<file path="config.mk">
export PLATFORM = sky130hd
export DESIGN_NAME = pc_sequencer
export DESIGN_NICKNAME = d
export VERILOG_FILES = /design/src/rtl/pc_seq_pkg.sv /design/src/rtl/return_stack.sv /design/src/rtl/pc_sequencer.sv
export SDC_FILE = /design/constraint.sdc
export NUM_CORES = 1
export LEC_CHECK = 0
export CAP_MARGIN = 40
export CORE_MARGIN = 3
export CORE_UTILIZATION = 35
export DETAILED_ROUTE_END_ITERATION = 8
export PLACE_DENSITY = 0.56
export REMOVE_ABC_BUFFERS = 1
export SYNTH_ARGS = -nofsm -noshare
export SYNTH_HDL_FRONTEND = slang
export SYNTH_SLANG_ARGS = --single-unit
export TNS_END_PERCENT = 30
</file>
<file path="constraint.sdc">
create_clock -name clk -period 6.6 [get_ports clk]
set_input_delay 1.98 -clock clk [delete_from_list [all_inputs] [get_ports clk]]
set_output_delay 1.98 -clock clk [all_outputs]
set_load 0.03 [all_outputs]
</file>
<file path="src/rtl/pc_seq_pkg.sv">
// Shared types and constants for the PC sequencer.
// Holds the FSM state encoding and instruction field positions.
package pc_seq_pkg;

    typedef enum logic [1:0] {
        IDLE,
        FETCH,
        EXEC,
        HALT
    } state_t;

    localparam int DEF_PC_W        = 8;
    localparam int DEF_INSTR_W     = 12;
    localparam int DEF_STACK_DEPTH = 8;

    // Opcode is the top nibble of the instruction word.
    localparam int OP_W     = 4;
    localparam int OP_MSB_OFS = 1;
    localparam int OP_LSB_OFS = OP_W;

endpackage

</file>
<file path="src/rtl/return_stack.sv">
// Hardware return stack: pointer is reset, storage is not.
// Push writes at sp, pop exposes the entry at sp-1 as top.
module return_stack
    import pc_seq_pkg::*;
#(
    parameter int PC_W        = DEF_PC_W,
    parameter int STACK_DEPTH = DEF_STACK_DEPTH
) (
    input  logic                           clk,
    input  logic                           rst_n,
    input  logic                           push,
    input  logic                           pop,
    input  logic [PC_W-1:0]                push_data,
    output logic [PC_W-1:0]                top,
    output logic [$clog2(STACK_DEPTH):0]   sp,
    output logic                           full,
    output logic                           empty
);

    localparam int AW = $clog2(STACK_DEPTH);
    localparam int SW = AW + 1;

    logic [PC_W-1:0] mem [STACK_DEPTH];
    logic [AW-1:0]   wr_idx;
    logic [AW-1:0]   rd_idx;

    assign wr_idx = sp[AW-1:0];
    assign rd_idx = wr_idx - AW'(1);
    assign top    = mem[rd_idx];
    assign full   = (sp == SW'(STACK_DEPTH));
    assign empty  = (sp == '0);

    always_ff @(posedge clk) begin
        if (push) begin
            mem[wr_idx] <= push_data;
        end
    end

    always_ff @(posedge clk or negedge rst_n) begin
        if (!rst_n) begin
            sp <= '0;
        end else if (push) begin
            sp <= sp + SW'(1);
        end else if (pop) begin
            sp <= sp - SW'(1);
        end
    end

endmodule

</file>
<file path="src/rtl/pc_sequencer.sv">
// Instruction sequencer: fetch over req/ack, one-cycle execute strobe,
// next-PC selection from decoder controls with a hardware return stack.
module pc_sequencer
    import pc_seq_pkg::*;
#(
    parameter int PC_W        = DEF_PC_W,
    parameter int INSTR_W     = DEF_INSTR_W,
    parameter int STACK_DEPTH = DEF_STACK_DEPTH
) (
    input  logic                          clk,
    input  logic                          rst_n,
    input  logic                          run,
    output logic                          imem_req,
    output logic [PC_W-1:0]               imem_addr,
    input  logic                          imem_ack,
    input  logic [INSTR_W-1:0]            imem_rdata,
    output logic [INSTR_W-1:0]            instr,
    output logic                          exec_en,
    input  logic                          stack_up,
    input  logic                          stack_down,
    input  logic                          c_cond,
    input  logic                          c_stack,
    input  logic                          cond_met,
    output logic [PC_W-1:0]               pc,
    output logic [$clog2(STACK_DEPTH):0]  sp,
    output logic                          stack_err,
    output logic                          halted
);

    state_t          state;
    state_t          state_nx;
    logic            in_exec;
    logic            push;
    logic            pop;
    logic            err;
    logic            full;
    logic            empty;
    logic [PC_W-1:0] top;
    logic [PC_W-1:0] target;
    logic [PC_W-1:0] pc_inc;
    logic [PC_W-1:0] pc_nx;

    assign in_exec   = (state == EXEC);
    assign target    = instr[PC_W-1:0];
    assign pc_inc    = pc + PC_W'(1);
    assign imem_addr = pc;

    return_stack #(
        .PC_W        (PC_W),
        .STACK_DEPTH (STACK_DEPTH)
    ) u_stack (
        .clk       (clk),
        .rst_n     (rst_n),
        .push      (push),
        .pop       (pop),
        .push_data (pc_inc),
        .top       (top),
        .sp        (sp),
        .full      (full),
        .empty     (empty)
    );

    // Call outranks return, return outranks jump; errors freeze the pc.
    always_comb begin
        push  = 1'b0;
        pop   = 1'b0;
        err   = 1'b0;
        pc_nx = pc_inc;
        if (stack_up) begin
            if (full) begin
                err   = in_exec;
                pc_nx = pc;
            end else begin
                push  = in_exec;
                pc_nx = target;
            end
        end else if (stack_down) begin
            if (empty) begin
                err   = in_exec;
                pc_nx = pc;
            end else begin
                pop   = in_exec;
                pc_nx = top;
            end
        end else if (c_cond && !c_stack && cond_met) begin
            pc_nx = target;
        end
    end

    always_comb begin
        state_nx = state;
        unique case (state)
            IDLE:  if (run) state_nx = FETCH;
            FETCH: if (imem_ack) state_nx = EXEC;
            EXEC: begin
                if (err)      state_nx = HALT;
                else if (run) state_nx = FETCH;
                else          state_nx = IDLE;
            end
            HALT:  state_nx = HALT;
            default: state_nx = IDLE;
        endcase
    end

    always_comb begin
        exec_en = (state == EXEC);
        halted  = (state == HALT);
    end

    always_ff @(posedge clk or negedge rst_n) begin
        if (!rst_n) begin
            state     <= IDLE;
            imem_req  <= 1'b0;
            instr     <= '0;
            pc        <= '0;
            stack_err <= 1'b0;
        end else begin
            state    <= state_nx;
            imem_req <= (state_nx == FETCH);
            if (state == FETCH && imem_ack) begin
                instr <= imem_rdata;
            end
            if (in_exec) begin
                pc <= pc_nx;
            end
            if (err) begin
                stack_err <= 1'b1;
            end
        end
    end

endmodule

</file>
==> flow_metrics.py, run 1 <==
metrics = {
    "run_status": {
        "status": "finished, final reports clean",
    },
    "global_routing": {
        "met2_usage_pct": 21.7,
        "grt.overflow.total": 0,
        "grt_pass1_wl_um": 14100,
        "track_usage_pct": 14.3,
        "grtUsageMet1_pct": 20.7,
        "use_met3_pct": 2.54,
        "grt_pass1_vias": 2427,
        "grt_busiest_layer": "met2",
        "antenna_found_initial": 0,
        "grt_max_degree": 29,
    },
    "hold_path": {
        "holdPathStages": 1,
        "hold_path_end": "stack_err",
        "hold_path_class": "flip-flop to flip-flop",
        "min-delay-start": "stack_err",
    },
    "timing": {
        "slew_headroom_pct": 43.2,
        "period_share_pct": 64.5,
        "fin_skew_ns": 0.00559,
        "hold_violations": 0,
        "min_period_ns": 4.26,
        "rsz0062_at_grt": "false",
        "final_max_slew_viol_count": 0,
        "tightest_slew_ns": 0.846,
        "finalSetupViolations": 0,
        "fmax_mhz": 235,
        "worst_slack_ns": 2.34,
        "setup_tns_ns": 0,
    },
    "placement": {
        "dp_cells": 464,
        "dp_hpwl_um": 6350,
        "globalplace.congestion": 0.757,
        "portBuffers": 56,
        "dp_slack_ns": 1.99,
    },
    "synthesis": {
        "synth.ff_latch_count": 92,
        "synthCells": 279,
        "synth_compound_area_share_pct": 6.06,
        "seq_area_frac_synth_pct": 63.5,
        "ys_types": 53,
        "synth_top_family_by_area": "multiplexers",
        "yosys_warnings": 0,
        "avgSynthCellArea_um2": 14.8,
        "synth_area_leaders": "edfxtp_1, dfrtp_1, mux4_2",
        "synthSimpleGateAreaFrac_pct": 8.27,
        "synthXorXnorAreaFrac_pct": 2.36,
        "synth_fa_ha_area_share_pct": 2.00,
        "synth-edff-count": 64,
        "synth_top_area_share_pct": 46.5,
        "async_flop_share_pct": 30.4,
        "yosys.area.top_type": "edfxtp_1",
        "synthMuxAreaShare_pct": 14.1,
        "synth_ff_type": "edfxtp_1",
        "netlist_area_mm2": 0.00413,
    },
    "finish": {
        "fill_cells": 1011,
        "final_cell_mix": "edfxtp_1, clkdlybuf4s50_1, dfrtp_1",
        "final_util_pct": 44.2,
        "layout_commonest_cell": "edfxtp_1",
        "finalNonFillerCells": 480,
        "drive_gt1_share_pct": 12.5,
        "seq_area_mm2": 0.00262,
        "antenna_cells": 0,
        "fin_nets": 359,
        "area_delta_synth_final_pct": 22.7,
        "multi_input_area_mm2": 0.00136,
    },
    "die": {
        "core_region_area_mm2": 0.0115,
        "die_w_um": 115,
        "initial_core_util_pct": 36.0,
        "io_pins": 57,
        "dieArea_mm2": 0.0131,
        "row_count": 39,
        "die_y_um": 115,
    },
    "worst_setup_path": {
        "critPathCaptureType": "flip-flop",
        "start_kind": "primary input",
        "cp_cell_sequence": "clkdlybuf4s50_1, or3b_1, a21oi_1, nand2b_1, a2111oi_0, a311oi_1",
        "cp_slowest_stage_delay_ns": 0.79,
        "r2r_start": "u_stack.sp[0]",
        "timing.rr.end": "imem_addr[2]",
        "critical_path_class": "primary input to flip-flop",
        "critPathArrivalTime_ns": 4.49,
        "crit_fanout": 22,
        "crit_family": "simple AND/OR/NAND/NOR gates",
        "critPathRequiredTime_ns": 6.84,
        "cp_slowest_cell": "clkdlybuf4s50_1",
        "worst_r2r_path_depth": 7,
        "reg2reg_slack_ns": 3.59,
        "path_buf_inv": 1,
    },
    "power_and_ir_drop": {
        "power.density_mw_per_mm2": 513,
        "ir_drop_mv": 0.230,
        "power_leakage_uw": 0.00179,
    },
    "clock_network": {
        "numCtsBuffers": 9,
        "tritoncts": "yes",
        "clock_latency_ns": 0.33,
        "clk_pin_slew_ns": 0.06,
        "postCtsHoldBufs": 0,
        "cts_resized": 0,
        "clockBufferDepth": 2,
        "root_buffer": "clkbuf_16",
        "htreeDepth": 3,
        "clock_sinks": 92,
        "postCtsSetupBuffers": 0,
    },
    "detailed_routing": {
        "route.detailed.drc": 0,
        "viasPerCell": 5.12,
        "wl_per_cell_um": 18.7,
        "drtAntennaViolNets": 0,
        "drtIter0Drc": 127,
        "firstDrtPassIters": 4,
        "num_vias": 2456,
        "drt-total-wl_um": 8960,
    },
    "job": {
        "drv_cap": 0,
    },
}
-- cell type report --
| cell class | instances | area share [%] |
|---|---|---|
| sequential | 92 | 51.7 |
| multi-input combinational | 160 | 26.8 |
| timing repair buffer | 63 | 12.0 |
| clock buffer | 10 | 4.52 |
| tap | 143 | 3.53 |
| clock inverter | 6 | 0.963 |
| inverter | 6 | 0.444 |
-- power by group --
group | internal (uW) | switching (uW)
Clock | 259 | 219
Sequential | 805 | 115
Combinational | 505 | 699
-- per-layer routing --
layer	wire (um)	vias to the layer above
met5	0	-
met4	139	0
met3	392	13
met2	4330	57
met1	4090	1217
li1	-	1169
-- worst register-to-register path, stage by stage, from the launching register on --
cell	delay, ns
dfrtp_1	0.32
buf_4	0.35
inv_2	0.12
ha_1	0.82
mux4_2	0.43
mux2_2	0.30
a2111oi_0	0.42
a311oi_1	0.09
-- Yosys cell counts, types with 4 or more instances --
library cell and number:
edfxtp_1 64, dfrtp_1 28, nor2_1 25, nand2_1 18, mux4_2 15, mux2_1 14
a21oi_1 10, buf_4 8, clkbuf_1 7, nand3_1 6, ha_1 5, nand2b_1 5
xnor2_1 5, inv_1 4, mux2i_1 4, o21ai_1 4
-- worst max-delay path by stage --
stage / to / depth (start not counted) / from
after floorplan: imem_addr[2] / 5 / stack_up
after global placement: u_stack.mem[1][4] / 3 / stack_up
after detailed placement: imem_addr[2] / 6 / stack_up
after CTS: imem_addr[2] / 6 / stack_up
after global routing: imem_addr[2] / 6 / stack_up
final: imem_addr[2] / 6 / stack_up
-- sequential cells by signal, summed over array words and instances, names as in the netlist --
name and flops:
u_stack.mem 64, state 2, instr 12, imem_addr 8
imem_req 1, u_stack.sp 4, stack_err 1
-- per-stage QoR --
step / instance area (um^2) / hold slack, ns / power [uW]
2_1_floorplan: 4000 / 0.509 / 1680
5_1_grt: 5070 / 0.512 / 2760
3_5_place_dp: 4790 / 0.476 / 2160
6_report: 5070 / 0.479 / 2600
3_3_place_gp: 4760 / 0.454 / 2150
4_1_cts: 5070 / 0.492 / 2640
-- kinds of logic (layout without fill, tap and decap cells) --
kind of cell,Yosys count,after routing
AND/OR/NAND/NOR,72,72
buffers and inverters,27,85
AO/OA/AOI/OAI,37,37
multiplexers,36,36
adder cells (fa/ha/maj),6,6
XOR/XNOR,9,9
flip-flops,92,92
No activity file was read; power rests on OpenSTA's default activity.
==> inputs of run 2 (changes only) <==
- clock period: 6.6 -> 4.1 ns (I/O delays scaled with it)
==> flow_metrics.py, run 2 (synthesized netlist as in run 1, its figures left out) <==
metrics = {
    "worst_setup_path": {
        "critPathCaptureType": "output pin",
        "r2r_start": "u_stack.sp[1]",
        "critPathArrivalTime_ns": 1.84,
        "critPathRequiredTime_ns": 2.87,
        "critical_path_class": "flip-flop to output pin",
        "cp_slowest_stage_delay_ns": 0.69,
        "worst_r2r_path_depth": 6,
        "timing.rr.end": "imem_addr[2]",
        "crit_fanout": 7,
        "reg2reg_slack_ns": 1.49,
        "start_kind": "flip-flop",
        "cp_cell_sequence": "nand2b_1, inv_2, clkdlybuf4s50_1",
        "cp_slowest_cell": "clkdlybuf4s50_1",
        "path_buf_inv": 2,
        "crit_family": "buffers and inverters",
    },
    "placement": {
        "portBuffers": 56,
        "globalplace.congestion": 0.759,
        "dp_slack_ns": 0.761,
        "dp_hpwl_um": 6410,
    },
    "die": {
        "die_w_um": 115,
        "die_y_um": 115,
        "row_count": 39,
        "io_pins": 57,
        "core_region_area_mm2": 0.0115,
        "dieArea_mm2": 0.0131,
        "initial_core_util_pct": 36.0,
    },
    "detailed_routing": {
        "drt-total-wl_um": 9060,
        "num_vias": 2469,
        "route.detailed.drc": 0,
        "wl_per_cell_um": 18.6,
        "viasPerCell": 5.06,
        "firstDrtPassIters": 4,
        "drtAntennaViolNets": 0,
        "drtIter0Drc": 201,
    },
    "clock_network": {
        "postCtsHoldBufs": 0,
        "clock_latency_ns": 0.34,
        "clk_pin_slew_ns": 0.06,
        "tritoncts": "yes",
        "clockBufferDepth": 2,
        "htreeDepth": 3,
        "clock_sinks": 92,
        "numCtsBuffers": 9,
        "postCtsSetupBuffers": 0,
        "cts_resized": 0,
        "root_buffer": "clkbuf_16",
    },
    "finish": {
        "drive_gt1_share_pct": 14.8,
        "layout_commonest_cell": "edfxtp_1",
        "area_delta_synth_final_pct": 24.6,
        "antenna_cells": 0,
        "largest_reg_flops": 64,
        "final_cell_mix": "edfxtp_1, clkdlybuf4s50_1, dfrtp_1",
        "regMostFlops": "u_stack.mem",
        "fin_nets": 367,
    },
    "timing": {
        "finalSetupViolations": 0,
        "tightest_slew_ns": 0.742,
        "worst_slack_ns": 1.03,
        "rsz0062_at_grt": "false",
        "fmax_mhz": 326,
        "final_max_slew_viol_count": 0,
        "min_period_ns": 3.07,
        "fin_skew_ns": 0.0115,
        "slew_headroom_pct": 50.2,
        "period_share_pct": 74.9,
        "whs_ns": 0.467,
        "hold_violations": 0,
        "setup_tns_ns": 0,
    },
    "global_routing": {
        "use_met3_pct": 1.74,
        "met2_usage_pct": 23.4,
        "antenna_found_initial": 0,
        "grt_pass1_wl_um": 14100,
        "grt.overflow.total": 0,
        "grt_busiest_layer": "met2",
        "track_usage_pct": 14.2,
        "grt_pass1_vias": 2577,
        "grt_max_degree": 29,
        "grtUsageMet1_pct": 19.7,
    },
    "power_and_ir_drop": {
        "switching_share_pct": 39.4,
        "power.switching_uw": 1660,
        "seqPwrFrac_pct": 35.5,
        "ir_drop_mv": 0.357,
        "pwr-share-comb_pct": 45.6,
        "power.density_mw_per_mm2": 818,
        "intPower_uw": 2550,
        "clockPowerShare_pct": 18.9,
        "power_leakage_uw": 0.00184,
    },
    "hold_path": {
        "holdPathStages": 1,
        "min-delay-start": "stack_err",
        "hold_path_class": "flip-flop to flip-flop",
        "hold_path_end": "stack_err",
    },
    "run_status": {
        "status": "finished, final reports clean",
    },
    "job": {
        "drv_cap": 0,
    },
}
## run 2: per-layer routing
metal	part of all wire, %	up-vias
li1	-	1184
met1	45	1239
met2	51	40
met3	3.3	6
met4	0.86	0
met5	0	-
## run 2: layout make-up
class                           count  area, um^2
Inverter                            6        22.5
Fill cell                        1037        6320
Timing Repair Buffer               71         673
Sequential cell                    92        2620
Clock buffer                        9         225
Tap cell                          143         179
Multi-Input combinational cell    160        1360
Clock inverter                      7        67.6
## run 2: worst max path at each step
| stage | start | slack, ns | end | cells after the start |
|---|---|---|---|---|
| finish | state[0] | 1.03 | exec_en | 3 |
| global route | stack_up | 0.88 | u_stack.sp[3] | 8 |
| CTS | state[0] | 0.99 | exec_en | 3 |
| detailed placement | stack_up | 0.76 | u_stack.sp[3] | 8 |
| global placement | stack_up | 0.83 | u_stack.sp[3] | 8 |
| floorplan | u_stack.sp[0] | 1.06 | imem_addr[2] | 6 |
## run 2: worst reg2reg max path, stage by stage, from the launching register on
cell	delay, ns
dfrtp_1	0.53
inv_1	0.13
ha_1	0.61
mux4_2	0.39
mux2_2	0.30
a2111oi_0	0.42
a311oi_1	0.09
## run 2: per-stage QoR
stage | power, uW | instance area (um^2) | utilization [%] | cells
floorplan | 2700 | 4000 | - | 258
global placement | 3440 | 4850 | 42.3 | 472
detailed placement | 3470 | 4850 | 42.3 | 472
CTS | 4280 | 5150 | 44.9 | 488
global route | 4460 | 5150 | 44.9 | 488
finish | 4210 | 5150 | 44.9 | 488
## run 2: power by group through the flow
stage	sequential, uW	combinational, uW	clock (uW)
after CTS	1500	1960	819
final	1490	1920	797
after detailed placement	1520	1960	0
after global placement	1510	1930	0
after global routing	1530	2080	855
after floorplan	1820	874	0
==> inputs of run 3 (changes only) <==
- PLACE_DENSITY: 0.56 -> 0.58
- clock period: 4.1 -> 2.6 ns (I/O delays scaled with it)
==> flow_metrics.py, run 3 (synthesized netlist as in run 1, its figures left out) <==
metrics = {
    "detailed_routing": {
        "num_vias": 2608,
        "wl_per_cell_um": 18.3,
        "route.detailed.drc": 0,
        "drtAntennaViolNets": 0,
        "drt-total-wl_um": 9220,
        "viasPerCell": 5.18,
        "drtIter0Drc": 151,
        "firstDrtPassIters": 4,
    },
    "die": {
        "initial_core_util_pct": 36.0,
        "dieArea_mm2": 0.0131,
        "die_y_um": 115,
        "core_region_area_mm2": 0.0115,
        "io_pins": 57,
        "die_w_um": 115,
        "row_count": 39,
    },
    "finish": {
        "final_cell_mix": "edfxtp_1, clkdlybuf4s50_1, buf_4",
        "antenna_cells": 0,
        "largest_reg_flops": 64,
        "area_delta_synth_final_pct": 27.6,
        "drive_gt1_share_pct": 18.3,
        "regMostFlops": "u_stack.mem",
        "fin_nets": 382,
        "layout_commonest_cell": "edfxtp_1",
    },
    "timing": {
        "min_period_ns": 2.50,
        "rsz0062_at_grt": "false",
        "hold_violations": 0,
        "final_max_slew_viol_count": 0,
        "fin_skew_ns": 0.00496,
        "tightest_slew_ns": 0.603,
        "slew_headroom_pct": 59.7,
        "period_share_pct": 96.1,
        "fmax_mhz": 400,
        "finalSetupViolations": 0,
        "setup_tns_ns": 0,
    },
    "worst_setup_path": {
        "critPathCaptureType": "output pin",
        "cp_cell_sequence": "clkdlybuf4s50_1",
        "crit_family": "buffers and inverters",
        "critPathArrivalTime_ns": 1.72,
        "start_kind": "flip-flop",
        "critical_path_class": "flip-flop to output pin",
        "path_buf_inv": 1,
        "critPathRequiredTime_ns": 1.82,
        "cp_slowest_cell": "clkdlybuf4s50_1",
        "cp_slowest_stage_delay_ns": 0.77,
        "crit_fanout": 11,
    },
    "placement": {
        "portBuffers": 56,
        "dp_hpwl_um": 6430,
        "globalplace.congestion": 0.859,
    },
    "power_and_ir_drop": {
        "power.density_mw_per_mm2": 1300,
        "finalPower_uw": 6840,
        "ir_drop_mv": 0.577,
        "power_leakage_uw": 0.00192,
    },
    "clock_network": {
        "numCtsBuffers": 9,
        "htreeDepth": 3,
        "clock_sinks": 92,
        "clockBufferDepth": 2,
        "postCtsSetupBuffers": 0,
        "postCtsHoldBufs": 0,
        "clk_pin_slew_ns": 0.06,
        "cts_resized": 1,
        "clock_latency_ns": 0.33,
        "root_buffer": "clkbuf_16",
        "tritoncts": "yes",
    },
    "hold_path": {
        "hold_path_class": "flip-flop to flip-flop",
    },
    "global_routing": {
        "grt_pass1_wl_um": 14400,
        "grt_max_degree": 29,
        "antenna_found_initial": 0,
        "grt.overflow.total": 0,
        "track_usage_pct": 14.6,
        "grt_pass1_vias": 2551,
    },
    "run_status": {
        "status": "finished, final reports clean",
    },
    "job": {
        "drv_cap": 0,
    },
}
[run 3: where the power goes]
group / leakage [uW] / internal (uW) / switching [uW]
Sequential: 0.000903 / 2040 / 289
Clock: 0.000148 / 762 / 575
Combinational: 0.000870 / 1420 / 1760
Total: 0.00192 / 4220 / 2620
[run 3: area by class of cell]
class	count	area, um^2
Fill cell	1001	6200
Sequential cell	92	2620
Multi-Input combinational cell	160	1360
Timing Repair Buffer	86	782
Clock buffer	9	225
Tap cell	143	179
Clock inverter	7	81.3
Inverter	6	22.5
[run 3: path summary, 6_finish.rpt]
| kind | startpoint | endpoint | slack, ns | depth (start not counted) |
|---|---|---|---|---|
| min in group asynchronous | rst_n | instr[9] | 0.83 | 2 |
| max in group asynchronous | rst_n | u_stack.sp[2] | 1.49 | 2 |
| setup reg to reg | u_stack.sp[0] | imem_addr[2] | 0.39 | 5 |
| hold reg to reg | stack_err | stack_err | 0.46 | 1 |
| setup / recovery | u_stack.sp[2] | sp[2] | 0.10 | 1 |
| hold / removal | stack_err | stack_err | 0.46 | 1 |
[run 3: metrics by stage]
stage                     area [um^2]  hold slack, ns  cells  util, %  setup slack (ns)
after global routing             5270           0.520    503     45.9            0.0396
after detailed placement         4960           0.457    487     43.3           -0.0616
after floorplan                  4000           0.484    258        -            -0.443
after CTS                        5270           0.476    503     45.9            0.0767
final                            5270           0.464    503     45.9             0.100
after global placement           4960           0.455    487     43.3           -0.0352
[run 3: per-layer routing]
metal / global-route usage, % / share of wire, % / vias to the layer above
met5: 0 / 0 / -
met4: 4.91 / 1.4 / 0
met3: 2.70 / 4.1 / 13
met2: 23.1 / 49 / 57
met1: 20.3 / 45 / 1328
li1: - / - / 1210
